**src/rtl/step_tick_ctrl.sv**
```systemverilog
// Tick generator for the sequence datapath: free-running ticks at a selectable
// period while run is high, or single ticks on rising edges of step while halted.
module step_tick_ctrl #(
    parameter logic [25:0] RATE0 = 26'd25000000,
    parameter logic [25:0] RATE1 = 26'd12500000,
    parameter logic [25:0] RATE2 = 26'd5000000,
    parameter logic [25:0] RATE3 = 26'd1000000
) (
    input  logic       clkin,
    input  logic       rst,
    input  logic       run,
    input  logic       step,
    input  logic [1:0] rate_sel,
    output logic       tick,
    output logic [1:0] state,
    output logic [7:0] tick_count
);

    typedef enum logic [1:0] {
        ST_IDLE = 2'd0,
        ST_RUN  = 2'd1,
        ST_STEP = 2'd2
    } state_t;

    state_t      state_r;
    state_t      state_next_s;
    logic [25:0] cnt_r;
    logic [25:0] cnt_next_s;
    logic [25:0] period_s;
    logic        step_prev_r;
    logic [1:0]  rate_sel_r;
    logic        tick_r;
    logic        tick_next_s;
    logic [7:0]  tick_count_r;
    logic        step_edge_s;
    logic        rate_chg_s;

    assign step_edge_s = step & ~step_prev_r;
    assign rate_chg_s  = (rate_sel != rate_sel_r);

    // Period selected by the live rate_sel; a change reloads the counter anyway.
    always_comb begin
        period_s = RATE0;
        case (rate_sel)
            2'd0:    period_s = RATE0;
            2'd1:    period_s = RATE1;
            2'd2:    period_s = RATE2;
            2'd3:    period_s = RATE3;
            default: period_s = RATE0;
        endcase
    end

    // Next-state, counter and tick decode; tick is computed one cycle early
    // so the registered pulse lines up with the STEP state and counter wrap.
    always_comb begin
        state_next_s = state_r;
        cnt_next_s   = cnt_r;
        tick_next_s  = 1'b0;
        case (state_r)
            ST_IDLE: begin
                cnt_next_s = 26'd0;
                if (run) begin
                    state_next_s = ST_RUN;
                end else if (step_edge_s) begin
                    state_next_s = ST_STEP;
                    tick_next_s  = 1'b1;
                end else begin
                    state_next_s = ST_IDLE;
                end
            end
            ST_RUN: begin
                if (!run) begin
                    state_next_s = ST_IDLE;
                    cnt_next_s   = 26'd0;
                end else if (rate_chg_s) begin
                    cnt_next_s = 26'd0;
                end else if (cnt_r == (period_s - 26'd1)) begin
                    cnt_next_s  = 26'd0;
                    tick_next_s = 1'b1;
                end else begin
                    cnt_next_s = cnt_r + 26'd1;
                end
            end
            ST_STEP: begin
                cnt_next_s = 26'd0;
                if (run) begin
                    state_next_s = ST_RUN;
                end else begin
                    state_next_s = ST_IDLE;
                end
            end
            default: begin
                state_next_s = ST_IDLE;
                cnt_next_s   = 26'd0;
            end
        endcase
    end

    // State, counter, edge detector, rate copy and registered outputs.
    always_ff @(posedge clkin) begin
        if (rst) begin
            state_r      <= ST_IDLE;
            cnt_r        <= 26'd0;
            tick_r       <= 1'b0;
            tick_count_r <= 8'd0;
            step_prev_r  <= 1'b1;
            rate_sel_r   <= rate_sel;
        end else begin
            state_r      <= state_next_s;
            cnt_r        <= cnt_next_s;
            tick_r       <= tick_next_s;
            tick_count_r <= tick_count_r + {7'd0, tick_next_s};
            step_prev_r  <= step;
            rate_sel_r   <= rate_sel;
        end
    end

    assign tick       = tick_r;
    assign state      = state_r;
    assign tick_count = tick_count_r;

endmodule
```
**config.mk**
```make
export PLATFORM = sky130hd
export DESIGN_NAME = step_tick_ctrl
export DESIGN_NICKNAME = d
export VERILOG_FILES = /design/src/rtl/step_tick_ctrl.sv
export SDC_FILE = /design/constraint.sdc
export NUM_CORES = 1
export LEC_CHECK = 0
export ABC_CLOCK_PERIOD_IN_PS = 3200
export BUFFER_PORTS_ARGS = -buffer_cell sky130_fd_sc_hd__buf_2
export CAP_MARGIN = 40
export CORE_MARGIN = 1.5
export CORE_UTILIZATION = 45
export CTS_CLUSTER_DIAMETER = 40
export DETAILED_ROUTE_END_ITERATION = 8
export PLACE_DENSITY = 0.62
export SKIP_LAST_GASP = 1
export SLEW_MARGIN = 15
export SYNTH_ARGS = -nofsm -noshare
export SYNTH_HDL_FRONTEND = slang
export SYNTH_SLANG_ARGS = --single-unit
```
**constraint.sdc**
```tcl
create_clock -name clkin -period 3.2 [get_ports clkin]
set_clock_uncertainty 0.2 [all_clocks]
set_input_delay 0.64 -clock clkin [delete_from_list [all_inputs] [get_ports clkin]]
set_output_delay 0.64 -clock clkin [all_outputs]
set_load 0.05 [all_outputs]
```
## Yosys cells after proc, flatten, opt, wreduce, memory -nomap -nowiden

Index checks and enable logic that the tools add are counted.

- Output and inout port bits: 11
- Flip-flop bits (word level): 40

- Eq/ne operators: 8
- Reductions and logical operators: 3
- Bitwise operators: 4
- $add $sub $neg: 3
- Multiplexer cells: 12

Operators with widths:

| operator | number |
|---|---|
| $pmux 26 s4 | 1 |
| $add 26x1->26 const B | 1 |
| $eq 26x26->1 | 1 |
| $sub 26x1->26 const B | 1 |
| $add 8x1->8 | 1 |
| $eq 2x2->1 const B | 3 |
| $mux 1 | 6 |
| $mux 2 | 3 |
| $pmux 2 s3 | 1 |
| $reduce_or 5->1 | 1 |
| $eq 2x1->1 const B | 2 |
| $logic_not 2->1 | 2 |
| $not 1->1 | 3 |
| $ne 2x2->1 | 1 |
| $ne 2x2->1 const B | 1 |
| $pmux 1 s2 | 1 |
| $and 1x1->1 | 1 |

## Longest topological paths before layout

Gate-level depths: netlist of the first run.

- Depth in word-level cells: 9
- Mapped depth: 12
- Mapped depth without buffers: 12

## Worst setup path before layout of the first run

Ideal clock, no wire load.

- Path kind: input to register
- Start point: in rate_sel[1]
- End point: reg tick_count_r[5], in the netlist tick_count[5]
- Arrival: 2.634 ns
- Cell stages on the path: 12
- Buffers on the path: 0
- Path slack: 0.239 ns
- Required time: 2.873 ns
- Path through: inv_1 -> ha_1 -> nor4b_1 -> and3_1 -> o2111ai_2 -> or3_1 -> nand2_1 -> ha_1 -> and3_1 -> nand3_1 -> xor2_1 -> nor2_1

- Cells in the longest elaborated chain, start to end: 9

RTL lines:

| element | line | RTL |
|---|---|---|
| from (decl) | 13 | `input logic [1:0] rate_sel,` |
| $eq 2x2->1 (tied with other cells) | 44 | `case (rate_sel)` |
| $pmux 26 s4 | 44 |  |
| $sub 26x1->26 | 77 | `end else if (cnt_r == (period_s - 26'd1)) begin` |
| $eq 26x26->1 | 77 |  |
| $mux 1 | 77 |  |
| $mux 1 * | 75 | `end else if (rate_chg_s) begin` |
| $mux 1 * | 72 | `if (!run) begin` |
| $pmux 1 s2 * | 59 | `case (state_r)` |
| net tick_next_s | 33 | `logic tick_next_s;` |
| $add 8x1->8 * | 112 | `tick_count_r <= tick_count_r + {7'd0, tick_next_s};` |
| to (signal assigned) | 112 |  |
| to (decl) | 34 | `logic [7:0] tick_count_r;` |

The timed path passes the listed nets; every way through them passes the cells marked *. The select of a mux whose other input is x is not followed.
A chain may end at the register's enable or synchronous reset.

## Worst setup path in the final report of the first run

Ends and elaborated chain as after synthesis.

==> results of run 1 <==
==> routing by layer <==
metal,track usage (%),vias to the layer above,part of all wire (%)
met2,28.3,22,45
met4,7.50,0,1.2
met3,4.93,4,3.1
li1,-,774,-
met5,0,-,0
met1,20.5,689,50
==> power by group through the flow <==
stage                     clock [W]  combinational, W  sequential (W)
final                      0.000361         0.0000366        0.000503
after global placement            0         0.0000367        0.000515
after floorplan                   0         0.0000179        0.000520
after detailed placement          0         0.0000369        0.000515
after CTS                  0.000365         0.0000371        0.000503
after global routing       0.000389         0.0000402        0.000503
==> cells by family (layout without fill, tap and decap cells) <==
family,after synthesis,after routing
compound gates,8,8
xor+xnor,37,37
fa+ha+maj,9,9
buf+inv,11,35
flops,40,40
simple gates,106,106
==> critical path: stages <==
cell,delay [ps]
buf_2,130
inv_1,80
ha_1,190
nor4b_1,300
and3_1,220
o2111ai_2,140
or3_1,390
nand2_1,70
ha_1,160
and3_1,220
nand3_1,100
xor2_1,140
nor2_1,50
==> flip-flops by register name, indices dropped and copies added, names as in the netlist <==
signal	cells
cnt_r	26
tick	1
step_prev_r	1
tick_count	8
state	2
rate_sel_r	2
==> cell type report <==
class / instances / area, sq um
sequential: 40 / 801
timing repair buffer: 21 / 118
inverter: 7 / 26.3
fill: 395 / 1880
clock buffer: 7 / 96.3
multi-input combinational: 160 / 1040
tap: 50 / 62.6
==> metrics by stage <==
step	hold slack, ps	total power [W]	worst slack, ps	cell area, sq um
after floorplan	241	0.000538	239	1900
after global placement	259	0.000551	83.7	2050
after detailed placement	269	0.000552	22.3	2050
after CTS	286	0.000905	336	2150
after global routing	303	0.000933	205	2150
final	278	0.000901	354	2150
==> worst max path at each step <==
stage	startpoint	to	slack (ps)	depth (start not counted)
floorplan	rate_sel[1]	tick_count[5]$_SDFF_PP0_	240	12
global placement	rate_sel[1]	tick_count[7]$_SDFF_PP0_	80	13
detailed placement	rate_sel[1]	tick_count[5]$_SDFF_PP0_	20	13
CTS	rate_sel[1]	tick_count[5]$_SDFF_PP0_	340	13
global route	rate_sel[1]	tick_count[7]$_SDFF_PP0_	210	13
finish	rate_sel[1]	tick_count[5]$_SDFF_PP0_	350	13
==> placed cells by master (no fill, tap or decap) <==
master     synthesis  layout
or2_2              2       2
or4_1              1       1
or3_1              1       1
or2_1              1       1
a21oi_1            1       1
nor2_1            36      36
nor4_1             2       2
and3_1             9       9
a211oi_1           1       1
nand2b_1           1       1
or4b_1             1       1
dfxtp_1           40      40
nand2_1           10      10
o21ai_0            1       1
o22ai_1            2       2
nor2b_1            2       2
buf_4              0       5
nor4b_1            2       2
clkbuf_8           0       7
and4b_1            1       1
xnor2_1           10      10
nand4_1           12      12
ha_1               9       9
buf_2              1      16
xor2_1            27      27
o21bai_4           1       1
nor3_2             1       1
nand3_1           16      16
o2111ai_2          1       1
nor3_1             8       8
inv_1              7       7
a22o_1             1       1
==> results.cfg, run 1 <==
[yosys]
synthTopCellsByCount = 40 x dfxtp_1, 36 x nor2_1, 27 x xor2_1
synth_xor_area_share_pct = 17.1
synth-edff-count = 0
synth_flop_cell = dfxtp_1
seq_area_frac_synth_pct = 42.2
synth.most_common_cell = dfxtp_1
synth_top_area_cell = dfxtp_1
synth.area.top_cells = dfxtp_1 42%, xor2_1 12%, nor2_1 7.1%, ha_1 5.9%, xnor2_1 4.6%
async_flop_share_pct = 0
synth_top_family_by_area = simple AND/OR/NAND/NOR gates
syn_nets = 226
synth_cells = 211
synth_compound_area_share_pct = 3.83
yosys_warnings = 0
yosys.area_share.simple_pct = 28.3
yosys.area_share.adder_pct = 5.94
syn_avg_cell_area_sq_um = 8.98
yosys-mux-area-fraction_pct = 0
synth_top_area_share_pct = 42.2
syn_area_sq_um = 1900
synth-seq-cells = 40
ys_types = 32

[die]
rows = 23
dieArea_sq_um = 4610
dieHeight_microns = 67.9
start_util_pct = 47.0
chipWidth_microns = 67.9
core_sq_um = 4030
io-pin-count = 17

[route]
vias = 1489
wl_per_cell_microns = 12.5
ant_nets = 0
drt_wl_total_microns = 3570
first_pass_iters = 4
drc = 0
vias_per_cell = 5.22
dr.first_iter.drc_count = 38

[setup_path]
critPathMaxFanout = 5
crit_path_start_kind = primary input
r2r-start = cnt_r[0]$_SDFF_PP0_
cp.required_ps = 3180
ff2ff_setup_slack_ps = 620
worstPathArrival_ps = 2830
reg2reg_to = tick_count[5]$_SDFF_PP0_
end_kind = flip-flop
r2r.worst_path.cells = 11
crit_type = primary input to flip-flop

[clocking]
post_cts_resized = 0
cts_hold_buf = 0
clock-sinks = 40
cts_made_buffers = 5
cts_buffer_depth = 2
path_clk_slew_ps = 70
post_cts_buffers = 0
cts-root-buf = clkbuf_8
clk_latency_ps = 290
cts_max_level = 2
cts_tree = built

[sta]
rsz0062_at_grt = no
drv_slew = 0
slew-limit-headroom_pct = 60.5
finalSetupViolations = 0
finalHoldViolCount = 0
tightest_slew_ps = 589
period_needed_ps = 2850
period_share_pct = 88.9
max_freq_mhz = 351
fin_setup_tns_ps = 0

[global_routing]
grt_pass1_wl_microns = 5800
first_global_vias = 1340
overflow = 0
antenna_found_initial = 0
groute.usage.overall_pct = 17.1
grt_max_degree = 18

[placement]
port_buffers = 16
place.gp.congestion = 0.798
dp_cells = 278
place_hpwl_microns = 2620

[layout]
fin_util_pct = 53.3
drive_gt1_share_pct = 14.0
fin_cells = 285
fin_nets = 250
n_antenna_cell = 0
area_delta_synth_final_pct = 13.3

[power_and_ir_drop]
p_switching_w = 0.000194
swShare_pct = 21.5
p_comb_share_pct = 4.1
peakVddDrop_mv = 0.257
power_density_nw_per_um2 = 419
leakagePower_nw = 0.838
clkPwrFrac_pct = 40.1
power.internal_w = 0.000707
seq_power_share_pct = 55.8

[worst_hold_path]
hold_class = flip-flop to flip-flop
hold_start = cnt_r[0]$_SDFF_PP0_
hold_depth = 1
worstHoldEndpoint = cnt_r[0]$_SDFF_PP0_

[status]
status = finished, final reports clean

[flow_run]
max_cap_viol_count = 0
No activity file was read; power rests on OpenSTA's default activity.
==> inputs of run 2 (changes only) <==
--- a/config.mk
+++ b/config.mk
@@ -5,6 +5,7 @@
 export SDC_FILE = /design/constraint.sdc
 export NUM_CORES = 1
 export LEC_CHECK = 0
+export ABC_AREA = 1
 export ABC_CLOCK_PERIOD_IN_PS = 3200
 export BUFFER_PORTS_ARGS = -buffer_cell sky130_fd_sc_hd__buf_2
 export CAP_MARGIN = 40
==> run 2 against run 1 <==
  * Hold slack got worse by 18 ps
  * Largest power group unchanged
  * Critical path depth increased by 6
  * Synthesized area grew 20%
  * Final cell count is 54% higher
  * Critical path type unchanged
  * Maximum frequency grew 2.6%
  * Core utilization down 0.70 points
  * Count of clock-buffer cells in the layout down 1
  * Highest routed layer unchanged
  * Non-clock buffer count decreased by 4
==> results.cfg, run 2 <==
[status]
status = finished, final reports clean

[die]
dieArea_sq_um = 5470
core_sq_um = 4790
chipWidth_microns = 74.0
start_util_pct = 47.4
rows = 25
dieHeight_microns = 74.0
io-pin-count = 17

[placement]
place.gp.congestion = 0.989
port_buffers = 16
dp_cells = 432
place_area_sq_um = 2410
place_hpwl_microns = 4160

[setup_path]
crit_type = primary input to flip-flop
critPathMaxFanout = 10
ff2ff_setup_slack_ps = 710
crit_path_start_kind = primary input
cp.required_ps = 3190
end_kind = flip-flop
worstPathArrival_ps = 2760

[clocking]
clock-sinks = 40
cts_buffer_depth = 2
cts_made_buffers = 5
cts_hold_buf = 0
post_cts_buffers = 0
path_clk_slew_ps = 80
cts_tree = built
clk_latency_ps = 290
post_cts_resized = 0
cts-root-buf = clkbuf_8
cts_max_level = 2

[layout]
layout_commonest_cell = nand2_1
n_antenna_cell = 0
area_delta_synth_final_pct = 11.1
layout_common_cells = 96 x nand2_1, 79 x nor2_1, 41 x inv_1, 40 x dfxtp_1, 22 x nand3_1
fin_util_pct = 52.6
drive_gt1_share_pct = 8.58
fin_nets = 387
fin_area_sq_um = 2520
regMostFlops = cnt_r
fin_cells = 440
largest_reg_flops = 26

[sta]
whs_ps = 260
period_needed_ps = 2770
finalSetupViolations = 0
finalHoldViolCount = 0
rsz0062_at_grt = no
period_share_pct = 86.7
max_freq_mhz = 360
slew-limit-headroom_pct = 78.1
tightest_slew_ps = 328
fin_setup_tns_ps = 0
drv_slew = 0

[yosys]
synth.area.top_cells = dfxtp_1 35%, nand2_1 16%, nor2_1 13%, inv_1 6.8%, ha_1 5.0%
syn_area_sq_um = 2270
synth_top_area_share_pct = 35.3
seq_area_frac_synth_pct = 35.3
synth_flop_cell = dfxtp_1
yosys_warnings = 0
synth-edff-count = 0
synth-seq-cells = 40
syn_nets = 366
synth_cells = 351
async_flop_share_pct = 0
synthTopCellsByCount = 96 x nand2_1, 79 x nor2_1, 41 x inv_1
ys_types = 27
synth.most_common_cell = nand2_1
synth_top_area_cell = dfxtp_1
syn_avg_cell_area_sq_um = 6.46

[power_and_ir_drop]
p_comb_share_pct = 5.8
swShare_pct = 22.4
leakagePower_nw = 1.03
power_density_nw_per_um2 = 384
power.internal_w = 0.000751
p_switching_w = 0.000216
seq_power_share_pct = 52.0
clkPwrFrac_pct = 42.2
peakVddDrop_mv = 0.225

[route]
wl_per_cell_microns = 12.2
drt_wl_total_microns = 5370
vias_per_cell = 4.81
vias = 2117
routed.top_layer = met4
first_pass_iters = 4
met1_length_microns = 2810
wl_met3_microns = 269
dr.first_iter.drc_count = 165
ant_nets = 0
drc = 0
dr_wl_met2_microns = 2150

[global_routing]
first_global_vias = 1776
groute.usage.overall_pct = 21.2
grt_pass1_wl_microns = 8620
antenna_found_initial = 0
grt_max_degree = 23
overflow = 0

[flow_run]
max_cap_viol_count = 0

[worst_hold_path]
hold_class = flip-flop to flip-flop
[run 2: cells by family (layout without fill, tap and decap cells)]
family                     count (synthesis)  count (layout)  share of synthesized area (%)
DFF                                       40              40                           35.3
xor gates and xnor gates                  14              14                           5.41
AOI/OAI and AO/OA                         28              28                           6.57
and+or+nand+nor                          215             215                           39.6
adders and majority gates                  9               9                           4.97
buffers and inverters                     45              67                           8.17
[run 2: worst paths after layout]
kind	from	endpoint	depth (start not counted)
max	rate_sel[1]	tick_count[6]$_SDFF_PP0_	19
min	cnt_r[0]$_SDFF_PP0_	cnt_r[0]$_SDFF_PP0_	1
max reg2reg	cnt_r[0]$_SDFF_PP0_	tick_count[6]$_SDFF_PP0_	14
min reg2reg	cnt_r[0]$_SDFF_PP0_	cnt_r[0]$_SDFF_PP0_	1
[run 2: routing by layer]
layer	track usage, %	vias to the layer above
met4	9.05	0
met3	2.98	12
met2	30.8	52
met5	0	-
met1	31.3	914
li1	-	1139
[run 2: layout make-up]
cell class | count | area [sq um]
clock inverter | 2 | 35.0
tap | 67 | 83.8
fill | 515 | 2270
sequential | 40 | 801
inverter | 42 | 158
multi-input combinational | 266 | 1280
clock buffer | 6 | 72.6
timing repair buffer | 17 | 87.6
[run 2: metrics by stage]
stage | setup slack (ps) | total power, W
final | 426 | 0.000967
after global placement | 173 | 0.000571
after CTS | 448 | 0.000978
after global routing | 130 | 0.000999
after detailed placement | 144 | 0.000570
after floorplan | 603 | 0.000556
[run 2: critical path: stages]
cell,delay [ps]
buf_2,190
inv_2,110
ha_1,220
inv_1,130
nand2_1,60
nand2_1,100
nand2_1,60
inv_1,50
nand2_1,50
nor2_1,100
nand4_1,100
nand2_1,80
ha_1,170
ha_1,170
nand2_1,80
nor2_1,210
nand4_1,120
nand2_1,80
nor2_1,40
[run 2: power by group through the flow]
stage	Clock (W)	Combinational [W]	Sequential [W]
floorplan	0	0.0000361	0.000520
global placement	0	0.0000561	0.000514
detailed placement	0	0.0000555	0.000515
CTS	0.000419	0.0000560	0.000503
global route	0.000433	0.0000630	0.000503
finish	0.000409	0.0000559	0.000503
